### config.mk
export PLATFORM = sky130hd
export DESIGN_NAME = mc_ctrl
export DESIGN_NICKNAME = d
export VERILOG_FILES = /design/src/rtl/mc_ctrl.sv
export SDC_FILE = /design/constraint.sdc
export NUM_CORES = 1
export LEC_CHECK = 0
export ABC_AREA = 1
export CAP_MARGIN = 0
export CORE_MARGIN = 2
export CORE_UTILIZATION = 38
export DETAILED_ROUTE_END_ITERATION = 8
export GPL_TIMING_DRIVEN = 0
export PLACE_DENSITY_LB_ADDON = 0.25
export SYNTH_ARGS = -nofsm -noshare
export SYNTH_HDL_FRONTEND = slang
export SYNTH_SLANG_ARGS = --single-unit
### constraint.sdc
create_clock -name clk -period 1.88 [get_ports clk]
set_input_delay 0.376 -clock clk [delete_from_list [all_inputs] [get_ports clk]]
set_output_delay 0.376 -clock clk [all_outputs]
set_load 0.01 [all_outputs]
### src/rtl/mc_ctrl.sv
// Multi-cycle main controller for a MIPS subset: sequences fetch/decode/exec/mem/wb and counts retirements.
// Optional memory-request timeout is enabled by defining MC_CTRL_TIMEOUT_EN.
module mc_ctrl #(
  parameter int unsigned CNT_W          = 32,
  parameter int unsigned TIMEOUT_CYCLES = 255
) (
  input  logic             clk,
  input  logic             reset,
  input  logic [5:0]       op,
  input  logic [5:0]       func,
  input  logic             zero,
  input  logic             imem_ack,
  input  logic             dmem_ack,
  output logic             imem_req,
  output logic             dmem_req,
  output logic             dmem_we,
  output logic             ir_we,
  output logic             pc_we,
  output logic [1:0]       pc_src,
  output logic [3:0]       alu_op,
  output logic             alu_src,
  output logic             ext_op,
  output logic             reg_we,
  output logic [1:0]       reg_dst,
  output logic [1:0]       reg_data_src,
  output logic [2:0]       state,
  output logic             retire,
  output logic             illegal,
  output logic             bus_err,
  output logic [CNT_W-1:0] retired_cnt
);

  localparam logic [5:0] OP_RTYPE = 6'b000000;
  localparam logic [5:0] OP_ORI   = 6'b001101;
  localparam logic [5:0] OP_BEQ   = 6'b000100;
  localparam logic [5:0] OP_SW    = 6'b101011;
  localparam logic [5:0] OP_LW    = 6'b100011;
  localparam logic [5:0] OP_LUI   = 6'b001111;
  localparam logic [5:0] OP_JAL   = 6'b000011;
  localparam logic [5:0] FN_ADD   = 6'b100000;
  localparam logic [5:0] FN_SUB   = 6'b100010;
  localparam logic [5:0] FN_JR    = 6'b001000;

  typedef enum logic [2:0] {
    S_IDLE   = 3'd0,
    S_FETCH  = 3'd1,
    S_DECODE = 3'd2,
    S_EXEC   = 3'd3,
    S_MEM    = 3'd4,
    S_WB     = 3'd5
  } state_t;

  state_t cur, nxt;
  logic   is_add, is_sub, is_jr, is_ori, is_beq, is_sw, is_lw, is_lui, is_jal, is_bad;
  logic   req_wait;
  logic   tmo_hit;

  // A zero timeout is meaningless; reject it at elaboration.
  if (TIMEOUT_CYCLES == 0) begin : g_bad_timeout
    $error("mc_ctrl: TIMEOUT_CYCLES must be at least 1");
  end

  // Instruction class from the IR fields (IR is stable from DECODE to WB).
  always_comb begin
    is_add = (op == OP_RTYPE) && (func == FN_ADD);
    is_sub = (op == OP_RTYPE) && (func == FN_SUB);
    is_jr  = (op == OP_RTYPE) && (func == FN_JR);
    is_ori = (op == OP_ORI);
    is_beq = (op == OP_BEQ);
    is_sw  = (op == OP_SW);
    is_lw  = (op == OP_LW);
    is_lui = (op == OP_LUI);
    is_jal = (op == OP_JAL);
    is_bad = !(is_add || is_sub || is_jr || is_ori || is_beq ||
               is_sw || is_lw || is_lui || is_jal);
  end

  // A request is outstanding and unanswered this cycle.
  assign req_wait = ((cur == S_FETCH) && !imem_ack) || ((cur == S_MEM) && !dmem_ack);

`ifdef MC_CTRL_TIMEOUT_EN
  localparam int unsigned TMO_W = (TIMEOUT_CYCLES > 1) ? $clog2(TIMEOUT_CYCLES) : 1;
  logic [TMO_W-1:0] tmo_cnt;

  assign tmo_hit = req_wait && (tmo_cnt == TMO_W'(TIMEOUT_CYCLES - 1));

  // Cycles spent waiting on the current request; restarts on ack, abort or state change.
  always_ff @(posedge clk or posedge reset) begin
    if (reset) begin
      tmo_cnt <= '0;
    end else if (req_wait && !tmo_hit) begin
      tmo_cnt <= tmo_cnt + TMO_W'(1);
    end else begin
      tmo_cnt <= '0;
    end
  end
`else
  assign tmo_hit = 1'b0;
`endif

  always_ff @(posedge clk or posedge reset) begin
    if (reset) begin
      cur <= S_IDLE;
    end else begin
      cur <= nxt;
    end
  end

  always_ff @(posedge clk or posedge reset) begin
    if (reset) begin
      retired_cnt <= '0;
    end else if (retire) begin
      retired_cnt <= retired_cnt + CNT_W'(1);
    end
  end

  assign state = cur;

  // Next state and datapath controls; everything idles low unless a state asks for it.
  always_comb begin
    nxt          = cur;
    imem_req     = 1'b0;
    dmem_req     = 1'b0;
    dmem_we      = 1'b0;
    ir_we        = 1'b0;
    pc_we        = 1'b0;
    pc_src       = 2'd0;
    alu_op       = 4'd0;
    alu_src      = 1'b0;
    ext_op       = 1'b0;
    reg_we       = 1'b0;
    reg_dst      = 2'd0;
    reg_data_src = 2'd0;
    retire       = 1'b0;
    illegal      = 1'b0;
    bus_err      = 1'b0;

    unique case (cur)
      S_IDLE: nxt = S_FETCH;

      S_FETCH: begin
        imem_req = 1'b1;
        if (imem_ack) begin
          ir_we = 1'b1;
          pc_we = 1'b1;
          nxt   = S_DECODE;
        end else if (tmo_hit) begin
          bus_err = 1'b1;
        end
      end

      S_DECODE: begin
        if (is_jal) begin
          pc_we        = 1'b1;
          pc_src       = 2'd2;
          reg_we       = 1'b1;
          reg_dst      = 2'd2;
          reg_data_src = 2'd2;
          retire       = 1'b1;
          nxt          = S_FETCH;
        end else if (is_jr) begin
          pc_we  = 1'b1;
          pc_src = 2'd3;
          retire = 1'b1;
          nxt    = S_FETCH;
        end else if (is_bad) begin
          illegal = 1'b1;
          nxt     = S_FETCH;
        end else begin
          nxt = S_EXEC;
        end
      end

      S_EXEC: begin
        if (is_sub || is_beq) alu_op = 4'd1;
        else if (is_ori)      alu_op = 4'd2;
        else if (is_lui)      alu_op = 4'd3;
        alu_src = is_ori || is_lui || is_sw || is_lw;
        ext_op  = is_beq || is_sw || is_lw;
        if (is_beq) begin
          pc_we  = zero;
          pc_src = 2'd1;
          retire = 1'b1;
          nxt    = S_FETCH;
        end else if (is_sw || is_lw) begin
          nxt = S_MEM;
        end else begin
          nxt = S_WB;
        end
      end

      S_MEM: begin
        dmem_req = 1'b1;
        dmem_we  = is_sw;
        if (dmem_ack) begin
          if (is_sw) begin
            retire = 1'b1;
            nxt    = S_FETCH;
          end else begin
            nxt = S_WB;
          end
        end else if (tmo_hit) begin
          bus_err = 1'b1;
          nxt     = S_FETCH;
        end
      end

      S_WB: begin
        reg_we       = 1'b1;
        reg_dst      = (is_add || is_sub) ? 2'd0 : 2'd1;
        reg_data_src = is_lw ? 2'd1 : 2'd0;
        retire       = 1'b1;
        nxt          = S_FETCH;
      end

      default: nxt = S_IDLE;
    endcase
  end

endmodule

==> results of run 1 <==
-- layer usage --
layer  vias to the layer above  global-route usage [%]  routed length [um]
met1                      1463                    30.8                3910
met4                         0                    6.78                 183
li1                       1571                       -                   -
met2                        93                    37.0                4190
met5                         -                       0                   0
met3                        15                    4.06                 380
-- cells in the mapped netlist --
library cell	n	share of area, %
nand2_1	163	22
nor2_1	62	8.4
dfrtp_1	35	32
inv_1	34	4.6
nand4_1	34	7.7
nand3_1	17	3.1
xor2_1	14	4.4
xnor2_1	8	2.5
nor2_2	7	1.6
nor3_1	7	1.3
buf_2	6	1.1
a21oi_1	4	0.72
buf_4	4	1.1
buf_6	4	1.6
inv_2	4	0.54
nand3b_1	4	1.1
clkbuf_1	3	0.41
nor2_4	2	0.81
nor3_2	2	0.72
o21ai_0	2	0.36
o22ai_1	2	0.45
a211oi_1	1	0.27
conb_1	1	0.14
ha_1	1	0.45
nand2_2	1	0.23
nand2_4	1	0.41
nand3_2	1	0.36
nand3_4	1	0.63
nand4_2	1	0.45
nor4_1	1	0.23
o211ai_1	1	0.27
or2_2	1	0.23
-- cells in the final DEF (no fill, tap or decap), types with 2 or more instances in the layout --
cell,Yosys,layout
nor2_2,7,13
xor2_1,14,14
o21ai_0,2,2
nor3_1,7,5
dlygate4sd2_1,0,9
nand2_1,163,156
clkbuf_2,0,4
nor2_4,2,7
xnor2_1,8,8
clkbuf_8,0,7
clkdlybuf4s50_1,0,38
clkdlybuf4s15_2,0,2
o22ai_1,2,2
dfrtp_1,35,32
nand3_2,1,4
nand4_1,34,34
clkdlybuf4s15_1,0,2
nor2_1,62,51
nand2_4,1,5
nor3_4,0,4
dfrtp_2,0,3
conb_1,1,3
nand3b_1,4,4
buf_2,6,17
nand3_4,1,3
nand2_2,1,4
a21oi_1,4,3
clkbuf_1,3,3
buf_6,4,5
inv_2,4,11
buf_4,4,29
nand3_1,17,12
inv_1,34,27
-- per-stage QoR --
stage,hold slack [ns],setup WS [ns]
global placement,0.559,-0.857
global route,0.595,-0.0958
CTS,0.516,-0.0177
floorplan,0.530,0.159
finish,0.522,-0.0343
detailed placement,0.571,-0.883
-- timing repair --
item | CTS | global route
pin swaps | 15 | 16
endpoints found under the hold margin | 0 | 0
setup endpoints to repair | 20 | 20
cloned | 0 | 0
gates resized for setup | 100 | 37
setup buffers | 17 | 8
-- logic make-up after synthesis --
family | share of synthesized area [%]
compound gates | 2.08
xor+xnor | 6.97
fa+ha+maj | 0.452
buf+inv | 9.37
flops | 31.7
other cells | 0.136
simple gates | 49.3
-- layout make-up --
cell class                      instances  area [um2]
Sequential cell                        35         880
Multi-Input combinational cell        341        1820
Fill cell                             707        3150
Buffer                                 17         128
Timing Repair Buffer                   93         788
Inverter                               38         143
Tap cell                               99         124
Clock buffer                            8         100
-- flip-flops by register name, summed over array words and instances (netlist names) --
name	count
state	3
retired_cnt	32
-- power groups by stage --
stage          clock network (uW)  registers [uW]  logic, uW
3_3_place_gp                    0             908        773
4_1_cts                       616             892        930
2_1_floorplan                   0             917        409
5_1_grt                       652             909       1180
3_5_place_dp                    0             907        776
6_report                      602             899       1070
-- worst max path at each step --
stage,slack [ns],endpoint
final,-0.03,retire
after global routing,-0.1,retire
after CTS,-0.02,retire
after detailed placement,-0.88,retire
after global placement,-0.86,retire
after floorplan,0.16,pc_we
==> key figures, run 1 <==
Timing
  • Worst-margin pin slew: 0.724 ns
  • Final worst setup slack: -0.0343 ns
  • RSZ-0062 raised after global routing: yes
  • FMAX: 522 MHz
  • Crit share post-route: 102%
  • Fin. Hold Viols: 0
  • Clk_skew: 0.00940 ns
  • Setup TNS: -0.0343 ns
  • Count of final setup violators: 1
  • Final Max Tran Viols: 0
  • Final min period: 1.91 ns
  • Max-Slew Margin vs Limit: 51.6%

Clock tree
  • TritonCTS Buffers: 5
  • TritonCTS clock tree: done
  • Hold_buf cts: 0
  • Root buf cell: clkbuf_8
  • Clock Latency Late Sink: 0.29 ns
  • CTS Buffer Depth: 2
  • CTS H-tree depth: 2
  • Reg clk slew, reported paths: 0.08 ns
  • Clock Sinks: 35

Critical path
  • Crit path largest cell delay: 0.45 ns
  • CP Max Fanout: 7
  • Crit. End Element: output pin
  • Worst R2R Path Depth: 9
  • Worst r2r dst: retired_cnt[26]
  • R2R Path Start: retired_cnt[0]
  • CP Launch Type: register
  • Worst Path Buf+Inv: 3
  • Delay-heaviest family, CP: flip-flops
  • Critical Path RT: 1.50 ns
  • Worst Path Class, Setup: reg -> out
  • Critical path's slowest cell: dfrtp_2
  • CP Cell Sequence: buf_4, nand3_4, nor2_4, nor2_4, nand3_4, buf_6, buf_2
  • FF-to-FF setup slack: 0.18 ns
  • WP data arrival: 1.54 ns
  • CP Depth: 7
  • Critical path origin: state[1]

Die
  • Rows: 31
  • Die X: 89.3 um
  • Initial Utilization: 38.7%
  • IO Pins: 73
  • Die H: 89.3 um
  • Die area: 7980 um2
  • Core Footprint: 7140 um2

Synthesis
  • Netlist Area Pre-Place: 2770 um2
  • Post-Synthesis Cells: 429
  • Mean post-synth cell area: 6.45 um2
  • Sequential area share after synthesis: 31.7%
  • Synth Register Bits: 35
  • YS warnings: 0
  • Post-synthesis cell type count: 32

Power and ir drop
  • Int Pwr: 1640 uW
  • Flop pwr share: 35.0%
  • Sw power: 936 uW
  • Sw Ratio: 36.4%
  • PwrDens: 645 nW/um2
  • VDD IR max: 0.614 mV
  • Gate power share: 41.7%
  • Leakage: 0.00196 uW
  • Power Total: 2570 uW
  • Clk pwr share: 23.4%

Layout
  • Layout Nets: 549
  • Final non-filler cell total: 631
  • Design area: 3990 um2
  • Core Util, Final: 55.9%
  • Layout cells sized above 1: 23.3%
  • Layout area overhead: 44.2%
  • Ant. Diodes: 0

Place
  • Area after detailed placement: 3580 um2
  • Final GP Congestion: 0.899
  • Placed Cells: 598
  • Detailed placer's ending HPWL: 6.16 mm
  • # port buffers: 68

Drt
  • Routed len/inst: 13.7 um
  • Drt first pass iters: 4
  • WL final: 8.67 mm
  • Post-route antenna net violation count: 0
  • DR iter-0 viols: 160
  • Vias per Instance: 4.98
  • DRC errors left: 0
  • Vias: 3142

Global route
  • Initial antenna violation count: 0
  • First-pass GRT wire length: 13.9 mm
  • Gr usage total: 22.7%
  • Vias in the first global route: 2915
  • Gr ovfl total: 0
  • Largest net degree at the start of global routing: 36

Status
  • Violated checks: setup timing
  • Status: complete, but fails checks

Run
  • Max Cap Viol: 0

Min path
  • Hold/Removal Path Class: in -> async
(Power assumes the default switching activity.)
==> inputs of run 2 (changes only) <==
--- a/config.mk
+++ b/config.mk
@@ -8,7 +8,7 @@
 export ABC_AREA = 1
 export CAP_MARGIN = 0
 export CORE_MARGIN = 2
-export CORE_UTILIZATION = 38
+export CORE_UTILIZATION = 30
 export DETAILED_ROUTE_END_ITERATION = 8
 export GPL_TIMING_DRIVEN = 0
 export PLACE_DENSITY_LB_ADDON = 0.25
==> key figures, run 2 (same netlist as run 1, synthesis figures left out) <==
Timing
  • Final worst setup slack: -0.0703 ns
  • Count of final setup violators: 3
  • Worst-margin pin slew: 0.729 ns
  • Setup TNS: -0.168 ns
  • Final Max Tran Viols: 0
  • RSZ-0062 raised after global routing: yes
  • Fin. Hold Viols: 0
  • FMAX: 513 MHz
  • Crit share post-route: 104%
  • Final min period: 1.95 ns
  • Max-Slew Margin vs Limit: 51.4%
  • Clk_skew: 0.00345 ns

Critical path
  • Critical path origin: state[1]
  • Worst Path Class, Setup: reg -> out
  • WP data arrival: 1.57 ns
  • CP Launch Type: register
  • Crit. End Element: output pin
  • CP Max Fanout: 5
  • R2R Path Start: state[2]
  • Critical Path RT: 1.50 ns

Layout
  • Layout cells sized above 1: 22.2%
  • Core Util, Final: 43.8%
  • Layout Nets: 543
  • Footprint of the multi-input gates: 1810 um2
  • Most common cell after layout, fill and taps aside: nand2_1
  • Max reg flops: 32
  • FF+latch area: 880 um2
  • # fillers: 981
  • Most frequent cells in the layout: nand2_1 (156), nor2_1 (52), clkdlybuf4s50_1 (39)
  • Top reg by flops: retired_cnt
  • Ant. Diodes: 0
  • Layout area overhead: 44.1%

Drt
  • DRC errors left: 0
  • Drt first pass iters: 4
  • Routed len/inst: 13.6 um
  • Post-route antenna net violation count: 0
  • Vias per Instance: 4.83
  • WL final: 8.64 mm
  • Vias: 3074
  • DR iter-0 viols: 139

Die
  • Rows: 35
  • Die X: 100 um
  • IO Pins: 73
  • Die area: 10000 um2
  • Initial Utilization: 30.4%
  • Core Footprint: 9110 um2
  • Die H: 100 um

Global route
  • Gr usage total: 17.9%
  • Initial antenna violation count: 0
  • First-pass GRT wire length: 14.3 mm
  • Largest net degree at the start of global routing: 21
  • Vias in the first global route: 3070
  • Gr ovfl total: 0

Power and ir drop
  • PwrDens: 640 nW/um2
  • VDD IR max: 0.272 mV
  • Leakage: 0.00195 uW

Min path
  • Hold/Removal Path Class: in -> async

Place
  • # port buffers: 68
  • Detailed placer's ending HPWL: 6.65 mm
  • Final GP Congestion: 0.941

Status
  • Status: complete, but fails checks
  • Violated checks: setup timing

Clock tree
  • CTS Buffer Depth: 2
  • CTS H-tree depth: 2
  • Clock Sinks: 35
  • TritonCTS clock tree: done
  • TritonCTS Buffers: 5
  • Clock Latency Late Sink: 0.29 ns
  • Root buf cell: clkbuf_8
  • Reg clk slew, reported paths: 0.07 ns

Run
  • Max Cap Viol: 0
==> run 2: cell types whose count changed in the layout (fill, tap and decap cells not counted), sizes merged <==
cell | before | now
clkbuf | 14 | 12
clkdlybuf4s50 | 38 | 39
buf | 52 | 47
==> run 2: worst paths after layout <==
path / to / slack [ns] / depth (start not counted)
setup reg to reg: retired_cnt[25] / 0.13 / 9
max in group asynchronous: retired_cnt[0] / 0.82 / 3
hold / removal: state[2] / 0.51 / 2
setup / recovery: pc_we / -0.07 / 8
hold reg to reg: retired_cnt[31] / 0.59 / 2
min in group clk: state[2] / 0.54 / 5
==> run 2: repair_timing <==
item                                    CTS  global route
setup buffers                            16             3
resized for setup                       115            27
hold buffers                              0             0
endpoints found under the setup margin   20            17
pin swaps                                14             9
==> run 2: layout make-up <==
cell class,instances,share of cell area (%)
sequential,35,22.1
clock buffer,8,2.51
buffer,16,2.86
timing repair buffer,88,19.9
multi-input combinational,341,45.5
tap,111,3.49
inverter,38,3.64
==> run 2: per-layer routing <==
layer / wire length [um] / vias to the layer above / track usage, % / share of wire, %
li1: - / 1562 / - / -
met1: 3940 / 1417 / 22.6 / 46
met2: 4190 / 84 / 31.2 / 48
met3: 365 / 11 / 3.27 / 4.2
met4: 146 / 0 / 5.06 / 1.7
met5: 0 / - / 0 / 0
==> run 2: power breakdown <==
group	internal (uW)	switching (uW)	leakage, uW
Sequential	818	110	0.000478
Combinational	484	534	0.00142
Clock	334	272	0.0000515
Total	1640	916	0.00195
==> run 2: worst max-delay path, stage by stage, from the launching register on <==
cell	delay, ns
dfrtp_2	0.47
buf_6	0.14
nor3_4	0.19
buf_6	0.13
inv_4	0.03
nor2_4	0.09
nor2_1	0.05
nand2_1	0.05
buf_2	0.12
==> run 2: metrics by stage <==
step	total power, uW	area [um2]	hold WS [ns]	std cells	setup slack (ns)
6_report	2550	3990	0.510	637	-0.0703
5_1_grt	2700	3990	0.564	637	-0.148
4_1_cts	2520	3950	0.533	635	-0.142
3_5_place_dp	1710	3620	0.575	611	-0.903
3_3_place_gp	1690	3590	0.566	610	-0.886
2_1_floorplan	1330	2770	0.530	431	0.159
